--- config.mk ---
export PLATFORM = sky130hd
export DESIGN_NAME = hazard_scoreboard
export DESIGN_NICKNAME = d
export VERILOG_FILES = /design/src/rtl/core_pkg.sv /design/src/rtl/sb_counter.sv /design/src/rtl/hazard_scoreboard.sv
export SDC_FILE = /design/constraint.sdc
export NUM_CORES = 1
export LEC_CHECK = 0
export ABC_AREA = 1
export ABC_CLOCK_PERIOD_IN_PS = 4000
export BUFFER_PORTS_ARGS = -buffer_cell sky130_fd_sc_hd__buf_2
export CORE_MARGIN = 3
export CORE_UTILIZATION = 25
export DETAILED_ROUTE_END_ITERATION = 12
export HOLD_SLACK_MARGIN = 0.1
export PLACE_DENSITY = 0.39
export SLEW_MARGIN = 0
export SYNTH_ARGS = -nofsm -noshare
export SYNTH_HDL_FRONTEND = slang
export SYNTH_HIERARCHICAL = 1
export SYNTH_SLANG_ARGS = --single-unit
--- constraint.sdc ---
create_clock -name clk -period 4 [get_ports clk]
set_input_delay 0.8 -clock clk [delete_from_list [all_inputs] [get_ports clk]]
set_output_delay 0.8 -clock clk [all_outputs]
set_load 0.01 [all_outputs]
--- src/rtl/core_pkg.sv ---
// rtl/core_pkg.sv - shared pipeline constants and counter-width helper
package core_pkg;

    localparam int REGFILE_LEN = 6;
    localparam int MAX_LATENCY = 15;

    localparam int LAT_ALU     = 0;
    localparam int LAT_LOAD    = 1;
    localparam int LAT_FPU_ADD = 3;
    localparam int LAT_FPU_MUL = 4;
    localparam int LAT_FPU_DIV = 12;

    function automatic int cnt_width(input int max_lat);
        return (max_lat < 1) ? 1 : $clog2(max_lat + 1);
    endfunction

endpackage

--- src/rtl/sb_counter.sv ---
// rtl/sb_counter.sv - one register's pending-result countdown
module sb_counter
    import core_pkg::*;
#(
    parameter int CW = 4
) (
    input  logic          clk,
    input  logic          rst,
    input  logic          hold,
    input  logic          load,
    input  logic [CW-1:0] load_val,
    output logic [CW-1:0] cnt,
    output logic          busy
);

    logic [CW-1:0] cnt_q;
    logic [CW-1:0] cnt_d;

    // A load overrides the decrement of the same edge.
    always_comb begin
        cnt_d = cnt_q;
        if (!hold) begin
            if (load) begin
                cnt_d = load_val;
            end else if (cnt_q != '0) begin
                cnt_d = cnt_q - CW'(1);
            end
        end
    end

    always_ff @(posedge clk or negedge rst) begin
        if (!rst) begin
            cnt_q <= '0;
        end else begin
            cnt_q <= cnt_d;
        end
    end

    assign cnt  = cnt_q;
    assign busy = (cnt_q != '0);

endmodule

--- src/rtl/hazard_scoreboard.sv ---
// rtl/hazard_scoreboard.sv - RAW/WAW scoreboard and pipeline stall/bubble/flush control
module hazard_scoreboard
    import core_pkg::*;
#(
    parameter int REGFILE_LEN        = core_pkg::REGFILE_LEN,
    parameter int MAX_LATENCY        = core_pkg::MAX_LATENCY,
    parameter int ZERO_REG_HARDWIRED = 1,
    parameter int STALL_CNT_WIDTH    = 32,
    localparam int CW                = core_pkg::cnt_width(MAX_LATENCY),
    localparam int NREG              = 2 ** REGFILE_LEN
) (
    input  logic                       clk,
    input  logic                       rst,
    input  logic                       id_valid,
    input  logic [REGFILE_LEN-1:0]     id_rs1,
    input  logic [REGFILE_LEN-1:0]     id_rs2,
    input  logic                       id_rs1_used,
    input  logic                       id_rs2_used,
    input  logic [REGFILE_LEN-1:0]     id_rd,
    input  logic                       id_reg_write,
    input  logic [CW-1:0]              id_latency,
    input  logic                       redirect,
    input  logic                       ext_stall,
    output logic                       issue_fire,
    output logic                       pc_stall,
    output logic                       if_id_stall,
    output logic                       if_id_flush,
    output logic                       id_ex_bubble,
    output logic                       back_stall,
    output logic [NREG-1:0]            busy_vec,
    output logic [STALL_CNT_WIDTH-1:0] stall_cycles
);

    logic [CW-1:0]              cnt [NREG];
    logic [NREG-1:0]            busy;
    logic [NREG-1:0]            load_vec;
    logic [CW-1:0]              lat_c;
    logic                       raw;
    logic                       waw;
    logic                       hazard;
    logic                       fire;
    logic                       zero_rd;
    logic                       load_en;
    logic [STALL_CNT_WIDTH-1:0] stall_cnt_q;
    logic [STALL_CNT_WIDTH-1:0] stall_cnt_d;

    always_comb begin
        lat_c = id_latency;
        if (int'(id_latency) > MAX_LATENCY) begin
            lat_c = CW'(MAX_LATENCY);
        end
    end

    // Hazard compare against the ID-stage operands.
    always_comb begin
        raw     = id_valid & ((id_rs1_used & busy[id_rs1]) | (id_rs2_used & busy[id_rs2]));
        waw     = id_valid & id_reg_write & (cnt[id_rd] > lat_c);
        hazard  = raw | waw;
        fire    = id_valid & ~hazard & ~ext_stall;
        zero_rd = (ZERO_REG_HARDWIRED != 0) && (id_rd == '0);
        load_en = fire & id_reg_write & (lat_c != LAT_ALU[CW-1:0]) & ~zero_rd;
        load_vec = '0;
        if (load_en) begin
            load_vec = NREG'(1) << id_rd;
        end
    end

    genvar g;
    generate
        for (g = 0; g < NREG; g++) begin : g_cnt
            sb_counter #(
                .CW (CW)
            ) u_cnt (
                .clk      (clk),
                .rst      (rst),
                .hold     (ext_stall),
                .load     (load_vec[g]),
                .load_val (lat_c),
                .cnt      (cnt[g]),
                .busy     (busy[g])
            );
        end
    endgenerate

    always_comb begin
        stall_cnt_d = stall_cnt_q;
        if (hazard && !ext_stall && (stall_cnt_q != '1)) begin
            stall_cnt_d = stall_cnt_q + STALL_CNT_WIDTH'(1);
        end
    end

    always_ff @(posedge clk or negedge rst) begin
        if (!rst) begin
            stall_cnt_q <= '0;
        end else begin
            stall_cnt_q <= stall_cnt_d;
        end
    end

    // A redirect only flushes once its instruction actually leaves ID.
    assign issue_fire   = fire;
    assign pc_stall     = hazard | ext_stall;
    assign if_id_stall  = hazard | ext_stall;
    assign if_id_flush  = redirect & fire;
    assign id_ex_bubble = hazard & ~ext_stall;
    assign back_stall   = ext_stall;
    assign busy_vec     = busy;
    assign stall_cycles = stall_cnt_q;

endmodule
* Yosys cells after proc, flatten, opt, wreduce, memory -nomap -nowiden
Index checks and enable logic that the tools add are counted.
** Storage, ports and cells
- Register bits :: 288
- Input bits :: 30
- Output and inout bits :: 102
** Operators by class
- Add/sub/neg operators :: 65
- Order comparisons :: 4
- Equal/unequal tests :: 1
- Shifts and indexed selects :: 1
- Mux-type cells :: 136
- Bitwise operators :: 19
- Reductions and logical operators :: 197
** Operator list (count)
- $mux 4 :: 130
- $reduce_bool 4->1 :: 65
- $sub 4x1->4 const B :: 64
- $reduce_and 2->1 :: 64
- $reduce_bool 2->1 :: 64
- $mux 64 :: 1
- $shl 1x6->64 const A :: 1
- $add 32x1->32 const B :: 1
- $ne 32x32->1 const B :: 1
- $bmux 4 s6 :: 1
- $lt 6x7->1 const B :: 2
- $and 1x1->1 :: 12
- $bmux 1 s6 :: 2
- $ge 7x7->1 const B :: 1
- $not 6->7 :: 1
- $logic_not 6->1 :: 1
- $gt 4x4->1 :: 1
- $not 1->1 :: 3
- $or 1x1->1 :: 3
- $logic_and 1x1->1 :: 2
- $mux 1 :: 2
- $logic_not 1->1 :: 1

* Logic depth before layout (Yosys ltp)
Gate-level depths: netlist of the first run.
- Depth in word-level cells :: 16
- Mapped depth :: 27
- Depth with buffers taken out :: 25

* Modules after synthesis
Netlist of the first run, hierarchy kept.
** Modules (own cells, without submodules)
- sb_counter :: instances 64, cells an instance 43, area each 282.8 um2, seq. area each 100.1 um2
- hazard_scoreboard :: instances 1, cells an instance 1095, area each 6239.7 um2, seq. area each 800.8 um2

* Least setup slack after synthesis of the first run
Ideal clock, no wire load.
- Path kind :: input-to-output
- From :: in id_rd[1]
- To :: out pc_stall
- Arrival :: 3.132 ns
- Required time :: 3.200 ns
- Slack :: 0.068 ns
- Stages on the path :: 19
- Cell sequence :: nand2_1 -> inv_2 -> clkbuf_1 -> clkbuf_1 -> a22oi_1 -> nand3_1 -> o211ai_1 -> nand3_1 -> nand3_1 -> nand2_1 -> ha_1 -> nand2_1 -> o21ai_0 -> nand4_1 -> nand2_4 -> buf_4 -> nor2_1 -> inv_1 -> buf_4
** On the way
- Longest elaborated chain between the ends :: 8
** RTL lines
- from (decl) :: RTL line hazard_scoreboard.sv:19 : input logic [REGFILE_LEN-1:0] id_rd,
- $not 6->7 (not written as such) :: RTL line hazard_scoreboard.sv:57 : waw = id_valid & id_reg_write & (cnt[id_rd] > lat_c);
- $bmux 4 s6 :: RTL line hazard_scoreboard.sv:57
- $mux 4 (not written as such) (2 in a row) :: RTL line hazard_scoreboard.sv:57
- $gt 4x4->1 :: RTL line hazard_scoreboard.sv:57
- $and 1x1->1 :: RTL line hazard_scoreboard.sv:57
- $or 1x1->1 :: RTL line hazard_scoreboard.sv:58 : hazard = raw | waw;
- $or 1x1->1
- to (decl) :: RTL line hazard_scoreboard.sv:25 : output logic pc_stall,
Every way passes these cells. The select of a mux whose other input is x is not followed.

* Worst setup path after layout of the first run
- From :: in id_rd[1]
- To :: out id_ex_bubble
** On the way
- Longest elaborated chain between the ends :: 8
** RTL lines
- $not 6->7 (not written as such) :: RTL line hazard_scoreboard.sv:57
- $bmux 4 s6 :: RTL line hazard_scoreboard.sv:57
- $mux 4 (not written as such) (2 in a row) :: RTL line hazard_scoreboard.sv:57
- $gt 4x4->1 :: RTL line hazard_scoreboard.sv:57
- $and 1x1->1 :: RTL line hazard_scoreboard.sv:57
- $or 1x1->1 :: RTL line hazard_scoreboard.sv:58
- $and 1x1->1 :: RTL line hazard_scoreboard.sv:105 : assign id_ex_bubble = hazard & ~ext_stall;
- to (decl) :: RTL line hazard_scoreboard.sv:28 : output logic id_ex_bubble,
Every way passes these cells. The select of a mux whose other input is x is not followed.

==> results of run 1 <==
-- worst paths after layout --
path | from | endpoint | slack, ns | depth (start not counted)
min in group clk | stall_cycles[31] | stall_cycles[31] | 0.51 | 2
hold / removal | rst | g_cnt[52].u_cnt/cnt[2] | 0.13 | 1
setup / recovery | id_rd[1] | id_ex_bubble | -0.31 | 19
setup reg to reg | g_cnt[29].u_cnt/cnt[0] | g_cnt[2].u_cnt/cnt[1] | 0.19 | 25
hold reg to reg | stall_cycles[31] | stall_cycles[31] | 0.51 | 2
max in group asynchronous | rst | stall_cycles[19] | 2.99 | 2
-- layer usage --
layer,up-vias,share of wire,GRT usage
li1,13200,-,-
met1,12400,0.47,0.284
met2,613,0.46,0.329
met3,120,0.048,0.0226
met4,0,0.023,0.0428
met5,-,0,0
-- critical path: stages --
cell and delay [ns]:
buf_12 0.12, buf_4 0.14, nand2_4 0.08, inv_6 0.06, bufbuf_16 0.28, nand2_1 0.06, nand4_1 0.12, o211ai_1 0.33
nand3_1 0.11, nand3_1 0.08, nand2_1 0.06, inv_1 0.05, ha_1 0.22, nand4_1 0.21, buf_4 0.16, nand4_1 0.16
a21oi_1 0.19, buf_4 0.15, buf_6 0.09
-- sequential cells by signal (all words and copies together), names as in the netlist --
name	cells
stall_cycles	32
g_cnt.u_cnt/cnt	256
-- cell families (layout without fill, tap and decap cells) --
group / count (synthesis) / in the layout / share of synthesized area
xor gates and xnor gates: 29 / 29 / 0.0104
adders and majority gates: 133 / 133 / 0.0684
and+or+nand+nor: 2310 / 2310 / 0.417
AOI/OAI and AO/OA: 432 / 432 / 0.100
DFF: 288 / 288 / 0.296
other: 1 / 6 / 0.000154
buffers and inverters: 654 / 1085 / 0.108
-- repair_timing --
action | in CTS | in global routing
setup endpoints to repair | 88 | 211
gates cloned | 2 | 7
hold buffers | 0 | 0
resized for setup | 61 | 540
buffers inserted | 11 | 46
pin swaps | 23 | 109
-- power by group through the flow --
stage               Clock (mW)  Sequential, mW  Combinational, mW
floorplan                    0            5.16               7.14
global placement             0            6.10               9.77
detailed placement           0            6.04               9.76
CTS                       3.97            6.02               9.90
global route              4.05            6.22               12.3
finish                    3.83            6.02               10.7
-- cell usage in the layout (no fill, tap or decap), drive strengths merged --
cell type  netlist  routed
clkinv           0       7
bufbuf           0       2
buf             40     441
bufinv           0       1
dfrtp          288     288
clkbuf          53      75
nand3b           2       2
o21ai          321     321
a21oi            3       3
xor2            22      22
ha             133     133
a22oi           87      87
nor4            11      11
nand3          456     456
o211ai          20      20
inv            561     559
xnor2            7       7
nor3b            1       1
nor3            13      13
conb             1       6
nand4           89      89
nor2           349     349
nand2         1389    1389
a2111oi          1       1
-- cell type report --
class                      count  share of cell area
clock inverter                 6             0.00170
inverter                     561              0.0731
multi-input combinational   2910               0.490
sequential                   288               0.223
timing repair buffer         448               0.122
clock buffer                  70              0.0409
tap                         1265              0.0490
-- per-stage QoR --
stage	power [mW]	setup slack, ns
3_3_place_gp	15.9	-0.801
5_1_grt	22.6	-0.434
6_report	20.6	-0.307
2_1_floorplan	12.3	0.0684
3_5_place_dp	15.8	-0.795
4_1_cts	19.9	-0.293
==> impl_metrics.py, run 1 <==
metrics = {
    "status": {
        "status": "complete, but fails checks",
        "violations": "negative setup slack",
    },
    "routing": {
        "wl_per_cell_um": 19.1,
        "drt.antenna.violating_nets": 0,
        "num_vias": 26300,
        "first_iter_violations": 1859,
        "via_per_inst": 4.74,
        "drtPass1Iterations": 5,
        "finalWirelength_um": 106000,
        "drc": 0,
    },
    "clock_tree": {
        "cts-root-buf": "clkbuf_16",
        "insertion_delay_ns": 0.59,
        "numCtsBuffers": 43,
        "cts_max_level": 2,
        "clock_path_buffers": 3,
        "cts_tree": "built",
        "clk_pin_slew_ns": 0.06,
        "cts_sinks": 288,
    },
    "timing": {
        "fin_worst_skew_ns": 0.0179,
        "hold_violations": 0,
        "relSlewSlack": 0.445,
        "finalSetupTns_ns": -1.62,
        "rsz0062_at_grt": "yes",
        "worst_slew_pin_slew_ns": 0.832,
        "finalCritPeriodShare": 1.08,
        "holdWs_ns": 0.133,
        "setup-violations-final": 22,
        "clock.fmax_ghz": 0.232,
        "period_minus_slack_ns": 4.31,
        "maxSlewViolCount": 0,
        "setup_ws_ns": -0.307,
    },
    "placed_design": {
        "dp.cells": 5407,
        "postPlaceCellArea_um2": 28300,
        "dp_hpwl_um": 76900,
        "portBuffers": 131,
        "globalplace.congestion": 0.860,
    },
    "logic_synthesis": {
        "synthTopCellsByArea": "dfrtp_1, nand2_1, nand3_1",
        "synth_area_um2": 24300,
        "synth.most_common_cell": "nand2_1",
        "synth_ff_type": "dfrtp_1",
        "async_flop_share": 1.00,
        "synth.top_cell.area_share": 0.296,
        "syn_inst": 3847,
        "ys_ff_latch": 288,
        "yosysWarningCount": 6,
        "avgSynthCellArea_um2": 6.33,
        "synthDistinctLibCells": 33,
        "synth_seq_area_share": 0.296,
        "synth_area_leader_cell": "dfrtp_1",
        "synth_edf_count": 0,
        "synth_common_cells": "nand2_1, inv_1, nand3_1",
    },
    "worst_hold_path": {
        "worst_hold_path_type": "input pin to asynchronous set/reset pin",
    },
    "pwr": {
        "power.density_nw_per_um2": 637,
        "peakVddDrop_mv": 0.310,
        "p_clk_frac": 0.186,
        "power_frac_comb": 0.522,
        "p_seq_frac": 0.292,
        "p_int_mw": 10.4,
        "p_sw_frac": 0.494,
        "p_switching_mw": 10.2,
        "power_leakage_nw": 15.8,
    },
    "floorplanning": {
        "die_area_um2": 101000,
        "die_h_um": 318,
        "io_pins": 132,
        "core_um2": 95700,
        "num_rows": 113,
        "die_x_um": 318,
        "initial_core_util": 0.254,
    },
    "layout": {
        "fin_util": 0.338,
        "multi_input_area_um2": 15800,
        "regArea_um2": 7210,
        "area.growth.synth_to_final_pct": 32.8,
        "nNetsFinal": 4415,
        "final_cells": 5548,
        "fin_area_um2": 32300,
        "diodes": 0,
        "drive_above_1_share": 0.253,
        "nFillCells": 10400,
    },
    "grt": {
        "grt_pass1_wl_um": 158000,
        "overflow": 0,
        "grt_usage": 0.201,
        "antenna_found_initial": 2,
        "grt_max_degree": 78,
        "grt_pass1_vias": 24500,
    },
    "critical_path": {
        "arrival_ns": 3.51,
        "critical_path_class": "input pin to output port",
        "startpoint_type": "input pin",
        "critPathMaxFanout": 11,
        "crit_required_ns": 3.20,
        "worstSetupEndpointType": "output port",
    },
    "flow_run": {
        "maxCapViolations": 0,
    },
}
Note: power is estimated with default switching activity, not from simulation.
==> inputs of run 2 (changes only) <==
- ABC_CLOCK_PERIOD_IN_PS: 4000 -> 5300
- PLACE_DENSITY: 0.39 -> 0.37
- clock period: 4 -> 5.3 ns (I/O delays scaled with it)
==> impl_metrics.py, run 2 (same netlist as run 1, synthesis figures left out) <==
metrics = {
    "timing": {
        "worst_slew_pin_slew_ns": 0.846,
        "clock.fmax_ghz": 0.197,
        "setup-violations-final": 0,
        "finalSetupTns_ns": 0,
        "finalCritPeriodShare": 0.956,
        "rsz0062_at_grt": "no",
        "hold_violations": 0,
        "fin_worst_skew_ns": 0.0320,
        "period_minus_slack_ns": 5.07,
        "maxSlewViolCount": 0,
        "relSlewSlack": 0.436,
    },
    "grt": {
        "grt_usage": 0.201,
        "grt_pass1_vias": 23500,
        "grt_pass1_wl_um": 155000,
        "grt_max_degree": 93,
        "antenna_found_initial": 4,
        "overflow": 0,
    },
    "flow_run": {
        "maxCapViolations": 0,
    },
    "clock_tree": {
        "cts_setup_buffers": 0,
        "cts_max_level": 2,
        "cts_sinks": 288,
        "numCtsBuffers": 44,
        "clock_path_buffers": 3,
        "cts-root-buf": "clkbuf_16",
        "cts_tree": "built",
        "insertion_delay_ns": 0.62,
        "clk_pin_slew_ns": 0.06,
    },
    "routing": {
        "finalWirelength_um": 104000,
        "drt.antenna.violating_nets": 0,
        "drtPass1Iterations": 6,
        "via_per_inst": 4.71,
        "drc": 0,
        "wl_per_cell_um": 19.6,
        "num_vias": 24900,
        "first_iter_violations": 1960,
    },
    "status": {
        "status": "finished, final reports clean",
    },
    "floorplanning": {
        "die_area_um2": 101000,
        "num_rows": 113,
        "die_h_um": 318,
        "core_um2": 95700,
        "io_pins": 132,
        "die_x_um": 318,
        "initial_core_util": 0.254,
    },
    "layout": {
        "final_cell_mix": "nand2_1, inv_1, nand3_1, nor2_1, dfrtp_1",
        "drive_above_1_share": 0.140,
        "nNetsFinal": 4161,
        "final_common_cell": "nand2_1",
        "nFillCells": 10700,
        "diodes": 0,
        "area.growth.synth_to_final_pct": 15.7,
        "largest_reg_flops": 256,
    },
    "pwr": {
        "peakVddDrop_mv": 0.237,
        "power.density_nw_per_um2": 527,
        "power_leakage_nw": 14.0,
        "total_power_mw": 14.8,
    },
    "critical_path": {
        "startpoint_type": "input pin",
        "critPathMaxFanout": 46,
        "worstSetupEndpointType": "output port",
        "r2r_setup_slack_ns": 1.44,
        "arrival_ns": 4.01,
        "crit_required_ns": 4.24,
        "critical_path_class": "input pin to output port",
    },
    "placed_design": {
        "globalplace.congestion": 0.841,
        "dp_hpwl_um": 75400,
        "portBuffers": 131,
    },
    "worst_hold_path": {
        "worst_hold_path_type": "input pin to asynchronous set/reset pin",
    },
}
-- run 2: critical path, cell delays in order --
cell	delay [ns]
buf_2	0.14
inv_1	0.09
nor2_4	0.12
buf_12	0.26
buf_4	0.23
a22oi_1	0.08
nand3_1	0.12
o211ai_1	0.20
nand3_1	0.12
nand3_1	0.15
nand2_1	0.11
inv_1	0.05
ha_1	0.26
nand4_1	0.18
nand4_1	0.18
buf_4	0.13
nand2_4	0.05
nor2_1	0.20
inv_1	0.08
buf_2	0.14
-- run 2: path summary, 6_finish.rpt --
path / start / to / depth (start not counted)
min in group clk: stall_cycles[31] / stall_cycles[31] / 2
max: id_rd[0] / pc_stall / 20
min reg2reg: stall_cycles[31] / stall_cycles[31] / 2
min: rst / g_cnt[55].u_cnt/cnt[2] / 1
max reg2reg: g_cnt[8].u_cnt/cnt[0] / g_cnt[27].u_cnt/cnt[0] / 24
max in group asynchronous: rst / g_cnt[38].u_cnt/cnt[3] / 2
-- run 2: cell type report --
class	instances	area, um2	area share
Tap cell	1265	1580	0.0562
Sequential cell	288	7210	0.256
Clock inverter	15	188	0.00667
Inverter	561	2110	0.0748
Multi-Input combinational cell	2910	14500	0.516
Clock buffer	56	1210	0.0429
Timing Repair Buffer	193	1320	0.0470
-- run 2: layer usage --
metal	vias to the layer above	global-route usage	share of wire	routed length [um]
met1	11600	0.296	0.50	51900
met3	92	0.0240	0.043	4450
met4	0	0.0366	0.016	1670
li1	12600	-	-	-
met2	541	0.317	0.44	45900
met5	-	0	0	0
-- run 2: power breakdown --
part,switching (mW),leakage [nW],total (mW),internal (mW)
sequential,1.43,3.59,4.59,3.16
combinational,4.66,9.74,7.26,2.60
clock,1.21,0.685,3.00,1.79
-- run 2: through the flow --
stage / area [um2] / setup slack, ns / cells / util / hold slack (ns)
final: 28200 / 0.235 / 5288 / 0.294 / 0.480
after global routing: 28200 / 0.0708 / 5288 / 0.294 / 0.529
after CTS: 28100 / 0.0626 / 5288 / 0.294 / 0.500
after detailed placement: 26800 / 0.0644 / 5217 / 0.280 / 0.489
after global placement: 26800 / 0.0243 / 5217 / 0.280 / 0.501
after floorplan: 24400 / 0.848 / 3852 / - / 0.504
-- run 2: what timing repair did --
item	in CTS	in global routing
hold buffers	0	0
setup endpoints to repair	0	5
resized for setup	0	2
